$ cat config.mk
export PLATFORM = sky130hd
export DESIGN_NAME = ocp_debug_slave
export DESIGN_NICKNAME = d
export VERILOG_FILES = /design/src/rtl/ocp_debug_slave.sv
export SDC_FILE = /design/constraint.sdc
export NUM_CORES = 1
export LEC_CHECK = 0
export BUFFER_PORTS_ARGS = -buffer_cell sky130_fd_sc_hd__buf_2
export CAP_MARGIN = 10
export CORE_MARGIN = 8
export CORE_UTILIZATION = 62
export DETAILED_ROUTE_END_ITERATION = 16
export GPL_ROUTABILITY_DRIVEN = 0
export MAX_ROUTING_LAYER = met4
export PLACE_DENSITY = 0.9
export SLEW_MARGIN = 10
export SYNTH_ARGS = -nofsm -noshare
export SYNTH_HDL_FRONTEND = slang
export SYNTH_SLANG_ARGS = --single-unit
$ cat constraint.sdc
create_clock -name clk -period 3.35 [get_ports clk]
set_input_delay 0.335 -clock clk [delete_from_list [all_inputs] [get_ports clk]]
set_output_delay 0.335 -clock clk [all_outputs]
set_load 0.01 [all_outputs]
$ cat src/rtl/ocp_debug_slave.sv
// OCP-style 8-bit debug slave: single WR/RD commands with programmable accept and
// read-response wait states, serving ID, scratch, control, event counter and link status.
`timescale 1ns/1ps
module ocp_debug_slave #(
   parameter int         P_ACCEPT_WAIT = 1,
   parameter int         P_RESP_WAIT   = 2,
   parameter logic [7:0] P_ID          = 8'h5A
) (
   input  logic       clk,
   input  logic       rst_n,
   input  logic [2:0] MCmd,
   input  logic [7:0] MAddr,
   input  logic [7:0] MData,
   output logic       SCmdAccept,
   output logic [7:0] SData,
   output logic [1:0] SResp,
   input  logic       event_in,
   input  logic [1:0] active_link,
   input  logic [1:0] link_state,
   output logic [7:0] dbg_ctrl
);

   localparam logic [2:0] CMD_WR   = 3'b001;
   localparam logic [2:0] CMD_RD   = 3'b010;
   localparam logic [1:0] RESP_DVA = 2'b01;
   localparam logic [1:0] RESP_ERR = 2'b11;
   localparam logic [3:0] ACC_LOAD = 4'(P_ACCEPT_WAIT - 1);
   localparam logic [3:0] RSP_LOAD = 4'(P_RESP_WAIT - 1);

   typedef enum logic [2:0] {IDLE, ACC_WAIT, ACCEPT, RD_WAIT, RESP} state_t;

   state_t      state;
   logic [3:0]  wait_cnt;
   logic        cmd_rd;
   logic [6:0]  addr_q;
   logic [7:0]  data_q;
   logic [7:0]  scratch;
   logic [7:0]  evt_hi;
   logic [15:0] evt_cnt;

   logic        mapped;
   logic [2:0]  idx;
   logic        evt_clr;
   logic        rd_err;
   logic [7:0]  rd_data;
   logic        unused_addr_msb;

   // Bit 7 only selects the debugger branch upstream; it plays no part in decode here.
   assign unused_addr_msb = MAddr[7];

   assign mapped  = (addr_q[6:3] == 4'd0);
   assign idx     = addr_q[2:0];
   assign evt_clr = (state == ACCEPT) && !cmd_rd && mapped && (idx == 3'd5) && data_q[0];

   always_comb begin
      rd_err  = 1'b0;
      rd_data = 8'h00;
      if (!mapped) begin
         rd_err = 1'b1;
      end else begin
         case (idx)
            3'd0:    rd_data = P_ID;
            3'd1:    rd_data = scratch;
            3'd2:    rd_data = dbg_ctrl;
            3'd3:    rd_data = evt_cnt[7:0];
            3'd4:    rd_data = evt_hi;
            3'd5:    rd_data = 8'h00;
            3'd6:    rd_data = {4'b0000, link_state, active_link};
            default: rd_err  = 1'b1;
         endcase
      end
   end

   // Command FSM; accept and response strobes default low so each lasts a single cycle.
   always_ff @(posedge clk or negedge rst_n) begin
      if (!rst_n) begin
         state      <= IDLE;
         wait_cnt   <= 4'd0;
         cmd_rd     <= 1'b0;
         addr_q     <= 7'd0;
         data_q     <= 8'h00;
         scratch    <= 8'h00;
         dbg_ctrl   <= 8'h00;
         evt_hi     <= 8'h00;
         SCmdAccept <= 1'b0;
         SResp      <= 2'b00;
         SData      <= 8'h00;
      end else begin
         SCmdAccept <= 1'b0;
         SResp      <= 2'b00;
         SData      <= 8'h00;
         case (state)
            IDLE: begin
               if ((MCmd == CMD_WR) || (MCmd == CMD_RD)) begin
                  cmd_rd   <= (MCmd == CMD_RD);
                  addr_q   <= MAddr[6:0];
                  data_q   <= MData;
                  wait_cnt <= ACC_LOAD;
                  state    <= ACC_WAIT;
               end
            end
            ACC_WAIT: begin
               if (wait_cnt == 4'd0) begin
                  SCmdAccept <= 1'b1;
                  state      <= ACCEPT;
               end else begin
                  wait_cnt <= wait_cnt - 4'd1;
               end
            end
            ACCEPT: begin
               if (cmd_rd) begin
                  wait_cnt <= RSP_LOAD;
                  state    <= RD_WAIT;
               end else begin
                  if (mapped && (idx == 3'd1)) scratch  <= data_q;
                  if (mapped && (idx == 3'd2)) dbg_ctrl <= data_q;
                  state <= IDLE;
               end
            end
            RD_WAIT: begin
               if (wait_cnt == 4'd0) begin
                  SResp <= rd_err ? RESP_ERR : RESP_DVA;
                  SData <= rd_err ? 8'h00 : rd_data;
                  if (mapped && (idx == 3'd3)) evt_hi <= evt_cnt[15:8];
                  state <= RESP;
               end else begin
                  wait_cnt <= wait_cnt - 4'd1;
               end
            end
            RESP:    state <= IDLE;
            default: state <= IDLE;
         endcase
      end
   end

   // Saturating event counter; a clear in the same cycle as an event wins.
   always_ff @(posedge clk or negedge rst_n) begin
      if (!rst_n) begin
         evt_cnt <= 16'h0000;
      end else if (evt_clr) begin
         evt_cnt <= 16'h0000;
      end else if (event_in && (evt_cnt != 16'hFFFF)) begin
         evt_cnt <= evt_cnt + 16'h0001;
      end
   end

endmodule

==> run summary, run 1 <==
status = completed
clock-pin slew on the worst setup and hold paths = 0.08 ns
row count = 28
gr busiest metal = met2
Max Freq = 423 MHz
leakage power = 1.93 nW
initial antenna violation count = 0
Peak VDD IR = 0.652 mV
routed via count = 2742
# IOs = 45
syn nets = 349
CTS tree = built
Post-Syn Instances = 320
Antenna Cells = 0
Post-synth EDFFs = 0
sequential standard cell area = 1850 µm²
r2r setup slk = 0.98 ns
flops & latches, synth = 74
Slew Limit Fails = 0
most common cell after layout, fill and taps aside = dfrtp_1
pwr/cell area = 831 nW/µm²
synth warn = 0
final hold violations = 0
total of max-cap violations = 0
Initial DRC Count = 199
share of synthesized flip-flops with an asynchronous set or reset = 100%
CP peak stage delay = 0.44 ns
number of global-route vias before repair = 2750
Worst Path Required = 3.59 ns
r2r worst-path depth = 6
die height = 93.0 µm
GRT Total Usage = 20.6%
Avg Synthesized Cell Area = 11.5 µm²
fin crit period = 2.37 ns
share of power burned in registers = 46.9%
cell-internal power = 2.17 mW
number of buffers added on ports = 43
DRC Markers = 0
core area = 5820 µm²
WL final = 8130 µm
Max stage delay cell, worst path = and4_1
worst rel slew slack = 40.2%
drt pass-1 iters = 4
clk buf depth = 2
Placed Area = 3900 µm²
combinational fraction of design power = 30.0%
Post CTS Setup Buffer Count = 0
Die X-Extent = 93.0 µm
WP data arrival = 2.60 ns
Worst Setup Start Kind = flop
Filler cells = 403
root buf cell = clkbuf_8
# setup viols final = 0
GRT met2 Usage = 32.5%
GR Util met1 = 24.8%
Power Total = 3.43 mW
Netlist cell types = 54
final instance area = 4130 µm²
worst slew pin tran = 0.896 ns
crit-path cells = inv_1 > ha_1 > nor3b_4 > and3_1 > and4_1 > mux2_2
Finished Layout Cells = 439
worst setup margin = 0.984 ns
NetSw = 1.26 mW
clock skew = 0.0104 ns
Remaining Overflow, GRT = 0
most frequent cells in the layout = dfrtp_1, buf_2, mux2_2
DIE AREA = 8640 µm²
GRT met3 Usage = 5.29%
post-cts gate resize count = 0
DP Worst Slack = 1.02 ns
wire per inst = 18.5 µm
H-tree Lvls = 3
final worst path period share = 70.6%
DP Cell Count = 423
Min-Delay Path Class = in2async
peak fanout along the critical path = 10
synth-to-layout area growth = 12.4%
RSZ-0062 raised after global routing = false
initial core utilization = 63.2%
cts hold-fix bufs = 0
critical setup path kind = reg2reg
Clock Power Share = 23.0%
share of cells above drive strength 1 = 29.7%
largest net degree at the start of global routing = 75
TritonCTS Buffers = 9
Net Sw Frac = 36.8%
crit end category = flop
post-route ant nets = 0
register area share after synthesis = 50.4%
CTS sink count = 74
vias per inst = 6.25
worst-skew pair later-pin latency = 0.36 ns
fin nets = 388
Top FF cell, synth = dfrtp_1
first-pass GRT wire length = 13600 µm
area of the multi-input gates = 1700 µm²
setup TNS = 0 ns
Post-DP HPWL = 5590 µm
Mapped Area = 3670 µm²
metal layers:
| layer | vias up | part of all wire (%) |
|---|---|---|
| met5 | - | 0 |
| met4 | 0 | 2.5 |
| met3 | 21 | 4.7 |
| met2 | 106 | 50 |
| met1 | 1368 | 43 |
| li1 | 1247 | - |
registers in the layout, summed over array words and instances, names as in the netlist:
signal / flops
SCmdAccept: 1
SData: 8
SResp: 2
addr_q: 7
cmd_rd: 1
data_q: 8
dbg_ctrl: 8
evt_cnt: 16
evt_hi: 8
scratch: 8
state: 3
wait_cnt: 4
worst paths after layout:
kind / from / to
max: wait_cnt[0] / evt_hi[1]
min: rst_n / evt_cnt[5]
max reg2reg: wait_cnt[0] / evt_hi[1]
min reg2reg: scratch[0] / scratch[0]
max in group asynchronous: rst_n / data_q[6]
min in group clk: MData[3] / data_q[3]
power by group through the flow:
stage,Sequential [mW],Combinational [mW],Clock (mW)
5_1_grt,1.64,1.14,0.830
3_5_place_dp,1.60,1.01,0
3_3_place_gp,1.57,0.947,0
2_1_floorplan,1.40,0.916,0
6_report,1.61,1.03,0.791
4_1_cts,1.59,1.03,0.795
per-stage QoR:
stage	hold WS, ns	util [%]
2_1_floorplan	0.0394	-
3_3_place_gp	0.491	67.1
3_5_place_dp	0.498	67.1
4_1_cts	0.122	71.0
5_1_grt	0.191	71.0
6_report	0.105	71.0
cell families (layout without fill, tap and decap cells):
family	after synthesis	in the layout	synth area share [%]
compound gates	57	57	10.0
flops	74	74	50.4
xor+xnor	2	2	0.477
fa+ha+maj	3	3	1.02
buf+inv	25	69	3.30
mux	56	56	17.5
simple gates	103	103	17.3
final cells by class:
cell class                 count  area share (%)
sequential                    74            44.9
multi-input combinational    221            41.2
timing repair buffer          43            5.27
clock buffer                  10            3.33
tap                           75            2.27
clock inverter                 6            2.15
inverter                      10           0.909
critical path: cells and delay by family, from the launching register on:
kind / cells / cell delay (ns)
DFF: 1 / 0.43
and+or+nand+nor: 3 / 1.15
muxes: 1 / 0.39
buffers and inverters: 1 / 0.10
adders and majority gates: 1 / 0.18
cell usage after synthesis (2+ instances only):
cell / number / share of area (%)
nand2b_1: 11 / 1.9
buf_6: 2 / 0.61
nor4_4: 2 / 1.2
nor3_2: 2 / 0.54
nor3b_1: 2 / 0.41
buf_4: 2 / 0.41
a21oi_1: 22 / 3.0
and3_1: 6 / 1.0
clkbuf_1: 7 / 0.72
and4_1: 3 / 0.72
nand4_1: 4 / 0.68
a211oi_1: 2 / 0.41
nand2_1: 22 / 2.2
o22a_1: 4 / 0.95
nand3_1: 12 / 1.6
mux2_2: 33 / 10
nor3_1: 3 / 0.41
and2_1: 2 / 0.34
mux2_4: 8 / 3.3
o21ai_0: 7 / 0.95
or4_1: 2 / 0.41
or3_1: 7 / 1.2
dfrtp_1: 74 / 50
nor2b_1: 5 / 0.85
o22ai_1: 3 / 0.51
mux2i_1: 15 / 4.1
nor2_1: 10 / 1.0
ha_1: 3 / 1.0
a22oi_1: 4 / 0.82
o31ai_1: 4 / 0.82
o311ai_0: 2 / 0.48
inv_1: 10 / 1.0
buf_2: 4 / 0.54
Power figures use the tool's default switching activity.
==> run 2: changes to the inputs <==
Settings changed: ABC_AREA from default to 1, CORE_UTILIZATION 62 to 58, PLACE_DENSITY 0.9 to 0.86.
Clock period 3.35 ns to 2.23 ns, I/O delays scaled along.
==> run 2 against run 1 <==
Against the previous run: clock skew is 0.0032 ns lower; largest power group unchanged; die area is 4.0% higher; power is 26% higher; count of clock-buffer cells in the layout stayed put; combinational power is 8% higher; largest cell class unchanged.
==> run summary, run 2 <==
DIE AREA = 8990 µm² (was 8640 µm²)
Die X-Extent = 94.8 µm (was 93.0 µm)
largest net degree at the start of global routing = 42 (was 75)
Antenna Cells = 0 (unchanged)
drt pass-1 iters = 6 (was 4)
Finished Core Util = 69.7% (was 71.0%)
FF-to-FF End = SData[3] (was evt_hi[1])
# setup viols final = 0 (unchanged)
# IOs = 45 (unchanged)
largest area contributor in the netlist = dfrtp_1 (unchanged)
post-route ant nets = 0 (unchanged)
row count = 28 (unchanged)
vias per inst = 5.53 (was 6.25)
Slew Limit Fails = 0 (unchanged)
worst setup margin = 0.394 ns (was 0.984 ns)
setup TNS = 0 ns (unchanged)
most common cell after layout, fill and taps aside = nand2_1 (was dfrtp_1)
Placed Area = 3860 µm² (was 3900 µm²)
initial antenna violation count = 0 (unchanged)
Post-synth EDFFs = 0 (unchanged)
Finished Layout Cells = 568 (was 439)
Setup crit end = SData[3] (was evt_hi[1])
Post-DP HPWL = 5950 µm (was 5590 µm)
H-tree Lvls = 3 (unchanged)
r2r worst-path depth = 6 (unchanged)
worst rel slew slack = 66.8% (was 40.2%)
top-count cell post-synth = nand2_1 (was dfrtp_1)
core area = 5960 µm² (was 5820 µm²)
GRT Total Usage = 20.6% (about the same)
max reg flops = 16 (unchanged)
Most flops, register = evt_cnt (unchanged)
Worst Path Required = 2.47 ns (was 3.59 ns)
status = completed (unchanged)
R2R Path Start = wait_cnt[1] (was wait_cnt[0])
crit end category = flop (unchanged)
fin nets = 517 (was 388)
peak fanout along the critical path = 8 (was 10)
Yosys top cell area share = 51.4% (was 50.4%)
Avg Synthesized Cell Area = 8.19 µm² (was 11.5 µm²)
DP Cell Count = 551 (was 423)
flops & latches, synth = 74 (unchanged)
share of cells above drive strength 1 = 16.8% (was 29.7%)
post-cts gate resize count = 0 (unchanged)
worst slew pin tran = 0.499 ns (was 0.896 ns)
HP Start = MData[2]
Peak VDD IR = 0.644 mV (was 0.652 mV)
worst-skew pair later-pin latency = 0.35 ns (was 0.36 ns)
initial core utilization = 60.5% (was 63.2%)
Max Freq = 545 MHz (was 423 MHz)
first-pass GRT wire length = 14200 µm (was 13600 µm)
final instance area = 4150 µm² (was 4130 µm²)
routed via count = 3143 (was 2742)
pwr/cell area = 1040 nW/µm² (was 831 nW/µm²)
Mapped Area = 3600 µm² (was 3670 µm²)
WL final = 8360 µm (was 8130 µm)
cell-internal power = 2.85 mW (was 2.17 mW)
CP peak stage delay = 0.38 ns (was 0.44 ns)
final hold violations = 0 (unchanged)
wire per inst = 14.7 µm (was 18.5 µm)
top cells by area, synth = dfrtp_1, nand2_1, nor2_1 (was dfrtp_1, mux2_2, mux2i_1)
crit-path cells = inv_1 > ha_1 > nand2_1 > nor2_2 > nand3_1 > a41oi_1 (was inv_1 > ha_1 > nor3b_4 > and3_1 > and4_1 > mux2_2)
Initial DRC Count = 184 (was 199)
synth warn = 0 (unchanged)
Post-synth top cells = nand2_1, dfrtp_1, nor2_1 (was dfrtp_1, mux2_2, a21oi_1, nand2_1, mux2i_1)
number of global-route vias before repair = 3088 (was 2750)
root buf cell = clkbuf_8 (unchanged)
share of power burned in registers = 41.8% (was 46.9%)
Top FF cell, synth = dfrtp_1 (unchanged)
share of synthesized flip-flops with an asynchronous set or reset = 100% (unchanged)
Netlist cell types = 33 (was 54)
CP startpoint = wait_cnt[1] (was wait_cnt[0])
TritonCTS Buffers = 9 (unchanged)
most frequent cells in the layout = nand2_1, dfrtp_1, nor2_1 (was dfrtp_1, buf_2, mux2_2)
clock skew = 0.00717 ns (was 0.0104 ns)
Power Total = 4.32 mW (was 3.43 mW)
total of max-cap violations = 0 (unchanged)
clock-pin slew on the worst setup and hold paths = 0.08 ns (about the same)
WP data arrival = 2.08 ns (was 2.60 ns)
Min-Delay Path Class = in2reg (was in2async)
CTS sink count = 74 (unchanged)
combinational fraction of design power = 25.7% (was 30.0%)
syn nets = 469 (was 349)
Clock Power Share = 32.5% (was 23.0%)
Worst Setup Start Kind = flop (unchanged)
register area share after synthesis = 51.4% (was 50.4%)
DP Worst Slack = 0.496 ns (was 1.02 ns)
Net Sw Frac = 34.0% (was 36.8%)
DRC Markers = 0 (unchanged)
number of buffers added on ports = 43 (unchanged)
r2r setup slk = 0.39 ns (was 0.98 ns)
final worst path period share = 82.3% (was 70.6%)
synth-to-layout area growth = 15.2% (was 12.4%)
Post-Syn Instances = 440 (was 320)
clk buf depth = 2 (unchanged)
RSZ-0062 raised after global routing = false (unchanged)
Remaining Overflow, GRT = 0 (unchanged)
NetSw = 1.47 mW (was 1.26 mW)
fin crit period = 1.84 ns (was 2.37 ns)
CTS tree = built (unchanged)
die height = 94.8 µm (was 93.0 µm)
Max stage delay cell, worst path = dfrtp_1 (was and4_1)
leakage power = 2.03 nW (was 1.93 nW)
critical setup path kind = reg2reg (unchanged)
Hold WS = 0.111 ns (was 0.105 ns)
run 2: routing by layer:
metal / wire length (µm) / vias to the layer above / GRT usage [%] / share of wire, %
met5: 0 / - / - / 0
met4: 124 / 0 / 6.63 / 1.5
met3: 418 / 13 / 4.52 / 5.0
met2: 4160 / 92 / 33.9 / 50
met1: 3650 / 1502 / 24.5 / 44
li1: - / 1536 / - / -
run 2: area by class of cell:
class                   count  area, µm²
inverters                  48        185
flip-flops and latches     74       1850
clock inverters             6        138
repair buffers             48        255
well taps                  75       93.8
clock buffers              10        138
fillers                   472       1810
multi-input cells         307       1490
run 2: timing repair:
action	in CTS	in global routing
hold buffers	1	0
hold endpoints to repair	74	0
setup buffers	0	0
run 2: power by group through the flow:
stage,logic [mW],registers (mW),clock network (mW)
global placement,1.03,1.81,0
floorplan,0.831,1.78,0
detailed placement,1.08,1.82,0
finish,1.11,1.81,1.41
global route,1.27,1.84,1.48
CTS,1.11,1.80,1.42
run 2: worst min path at each step:
stage | cells past startpoint | slack (ns) | endpoint
after floorplan | 0 | -0.07 | SCmdAccept
after global placement | 2 | 0.29 | wait_cnt[3]
after detailed placement | 2 | 0.29 | wait_cnt[3]
after CTS | 3 | 0.11 | addr_q[5]
after global routing | 3 | 0.11 | data_q[6]
final | 3 | 0.11 | data_q[2]
run 2: cells by family after synthesis:
kind of cell    share of synthesized area [%]
compound gates                           10.9
xor+xnor                                 1.46
fa+ha+maj                                1.04
buf+inv                                  7.26
flops                                    51.4
simple gates                             27.9
run 2: worst max-delay path, delay by kind of cell, from the launching register on:
| kind | cells | cell delay [ns] |
|---|---|---|
| AOI/OAI and AO/OA | 1 | 0.35 |
| adders and majority gates | 1 | 0.17 |
| buffers and inverters | 1 | 0.13 |
| DFF | 1 | 0.38 |
| and+or+nand+nor | 3 | 0.71 |
==> run 3: changes to the inputs <==
Settings changed: ABC_AREA 1 to 0.
Clock period 2.23 ns to 1.9 ns, I/O delays scaled along.
==> run 3 against run 2 <==
Against the previous run: wire length decreased by 1.9%; sequential power increased by 42%; clock skew increased by 0.0011 ns; highest routed layer unchanged; register-to-register slack got worse by 0.33 ns; largest power group unchanged; cell count decreased by 17%; critical endpoint is now dbg_ctrl[1]; worst hold slack got worse by 0.045 ns; utilization increased by 0.66 points; maximum frequency decreased by 0.11%; die area increased by 1.7%.
==> run summary, run 3 (synthesis results as in run 1) <==
clock-pin slew on the worst setup and hold paths = 0.08 ns (about the same)
worst setup margin = 0.0616 ns (was 0.394 ns)
DP Cell Count = 453 (was 551)
drt pass-1 iters = 5 (was 6)
worst rel slew slack = 69.4% (was 66.8%)
Post-DP HPWL = 5980 µm (was 5950 µm)
final hold violations = 0 (unchanged)
Max Freq = 544 MHz (was 545 MHz)
pwr/cell area = 1450 nW/µm² (was 1040 nW/µm²)
worst-skew pair later-pin latency = 0.35 ns (about the same)
# IOs = 45 (unchanged)
worst slew pin tran = 0.458 ns (was 0.499 ns)
GRT Total Usage = 19.3% (was 20.6%)
WL final = 8210 µm (was 8360 µm)
fin nets = 418 (was 517)
most common cell after layout, fill and taps aside = dfrtp_1 (was nand2_1)
Remaining Overflow, GRT = 0 (unchanged)
Clock Power Share = 23.3% (was 32.5%)
DP Worst Slack = 0.0530 ns (was 0.496 ns)
vias per inst = 5.91 (was 5.53)
initial antenna violation count = 0 (unchanged)
wire per inst = 17.4 µm (was 14.7 µm)
clk buf depth = 2 (unchanged)
DIE AREA = 9140 µm² (was 8990 µm²)
setup TNS = 0 ns (unchanged)
most frequent cells in the layout = dfrtp_1, buf_2, mux2_2 (was nand2_1, dfrtp_1, nor2_1)
CTS tree = built (unchanged)
max reg flops = 16 (unchanged)
WP data arrival = 2.08 ns (about the same)
Power Total = 6.38 mW (was 4.32 mW)
combinational fraction of design power = 36.5% (was 25.7%)
die height = 95.6 µm (was 94.8 µm)
first-pass GRT wire length = 13100 µm (was 14200 µm)
NetSw = 2.22 mW (was 1.47 mW)
core area = 6240 µm² (was 5960 µm²)
routed via count = 2782 (was 3143)
DR WL met2 = 3960 µm (was 4160 µm)
leakage power = 2.09 nW (was 2.03 nW)
row count = 29 (was 28)
number of buffers added on ports = 43 (unchanged)
Net Sw Frac = 34.8% (was 34.0%)
Top Metal Used = met4 (unchanged)
Die X-Extent = 95.6 µm (was 94.8 µm)
share of cells above drive strength 1 = 34.8% (was 16.8%)
H-tree Lvls = 3 (unchanged)
largest net degree at the start of global routing = 75 (was 42)
CTS sink count = 74 (unchanged)
Min-Delay Path Class = in2reg (unchanged)
clock skew = 0.00829 ns (was 0.00717 ns)
cell-internal power = 4.16 mW (was 2.85 mW)
met1 WL = 3610 µm (was 3650 µm)
status = completed (unchanged)
Peak VDD IR = 1.04 mV (was 0.644 mV)
# setup viols final = 0 (unchanged)
initial core utilization = 58.9% (was 60.5%)
Finished Layout Cells = 471 (was 568)
number of global-route vias before repair = 2731 (was 3088)
crit end category = flop (unchanged)
Antenna Cells = 0 (unchanged)
Finished Core Util = 70.3% (was 69.7%)
root buf cell = clkbuf_8 (unchanged)
final worst path period share = 96.8% (was 82.3%)
Worst Path Required = 2.14 ns (was 2.47 ns)
DRC Markers = 0 (unchanged)
peak fanout along the critical path = 8 (unchanged)
TritonCTS Buffers = 9 (unchanged)
fin crit period = 1.84 ns (about the same)
Initial DRC Count = 186 (was 184)
critical setup path kind = reg2reg (unchanged)
post-route ant nets = 0 (unchanged)
synth-to-layout area growth = 19.5% (was 15.2%)
share of power burned in registers = 40.2% (was 41.8%)
routed length on met3 = 436 µm (was 418 µm)
Worst Setup Start Kind = flop (unchanged)
Most flops, register = evt_cnt (unchanged)
total of max-cap violations = 0 (unchanged)
Slew Limit Fails = 0 (unchanged)
run 3: layer usage:
metal	GRT usage, %	vias to the layer above
li1	-	1295
met1	23.8	1367
met2	29.6	101
met3	3.94	19
met4	9.35	0
met5	-	-
run 3: power by group through the flow:
stage	Sequential, mW	Combinational, mW	Clock [mW]
floorplan	2.46	1.62	0
global placement	2.55	2.19	0
detailed placement	2.58	2.30	0
CTS	2.55	2.32	1.51
global route	2.63	2.55	1.56
finish	2.57	2.33	1.48
run 3: worst max-delay path: stages (launching register included):
cell and delay (ns):
dfrtp_1 0.41, nor4_4 0.36, nand2_2 0.13, or3_1 0.31
buf_4 0.20, mux2_4 0.30
run 3: area by class of cell:
type / instances / area, µm²
clock buffer: 10 / 128
clock inverter: 6 / 113
fill: 449 / 1850
inverter: 10 / 37.5
multi-input combinational: 221 / 1710
sequential: 74 / 1850
tap: 77 / 96.3
timing repair buffer: 73 / 459
run 3: per-stage QoR:
stage	area [µm²]	hold WS, ns
finish	4390	0.0660
global route	4390	0.0506
global placement	4130	0.246
floorplan	3680	-0.106
CTS	4380	0.0520
detailed placement	4130	0.248
run 3: path summary, 6_finish.rpt:
| path | start | slack [ns] | to | cells past startpoint |
|---|---|---|---|---|
| setup reg to reg | addr_q[5] | 0.06 | dbg_ctrl[1] | 5 |
| min in group asynchronous | rst_n | 0.38 | evt_cnt[3] | 3 |
| max in group asynchronous | rst_n | 1.19 | state[2] | 3 |
| setup / recovery | addr_q[5] | 0.06 | dbg_ctrl[1] | 5 |
| hold / removal | MData[7] | 0.07 | data_q[7] | 2 |
| hold reg to reg | evt_hi[3] | 0.52 | evt_hi[3] | 1 |
run 3: repair_timing:
item	4_1_cts	5_1_grt
hold endpoints to repair	74	0
resized for setup	0	2
hold buffers	1	0
endpoints found under the setup margin	0	13
buffers inserted	0	1
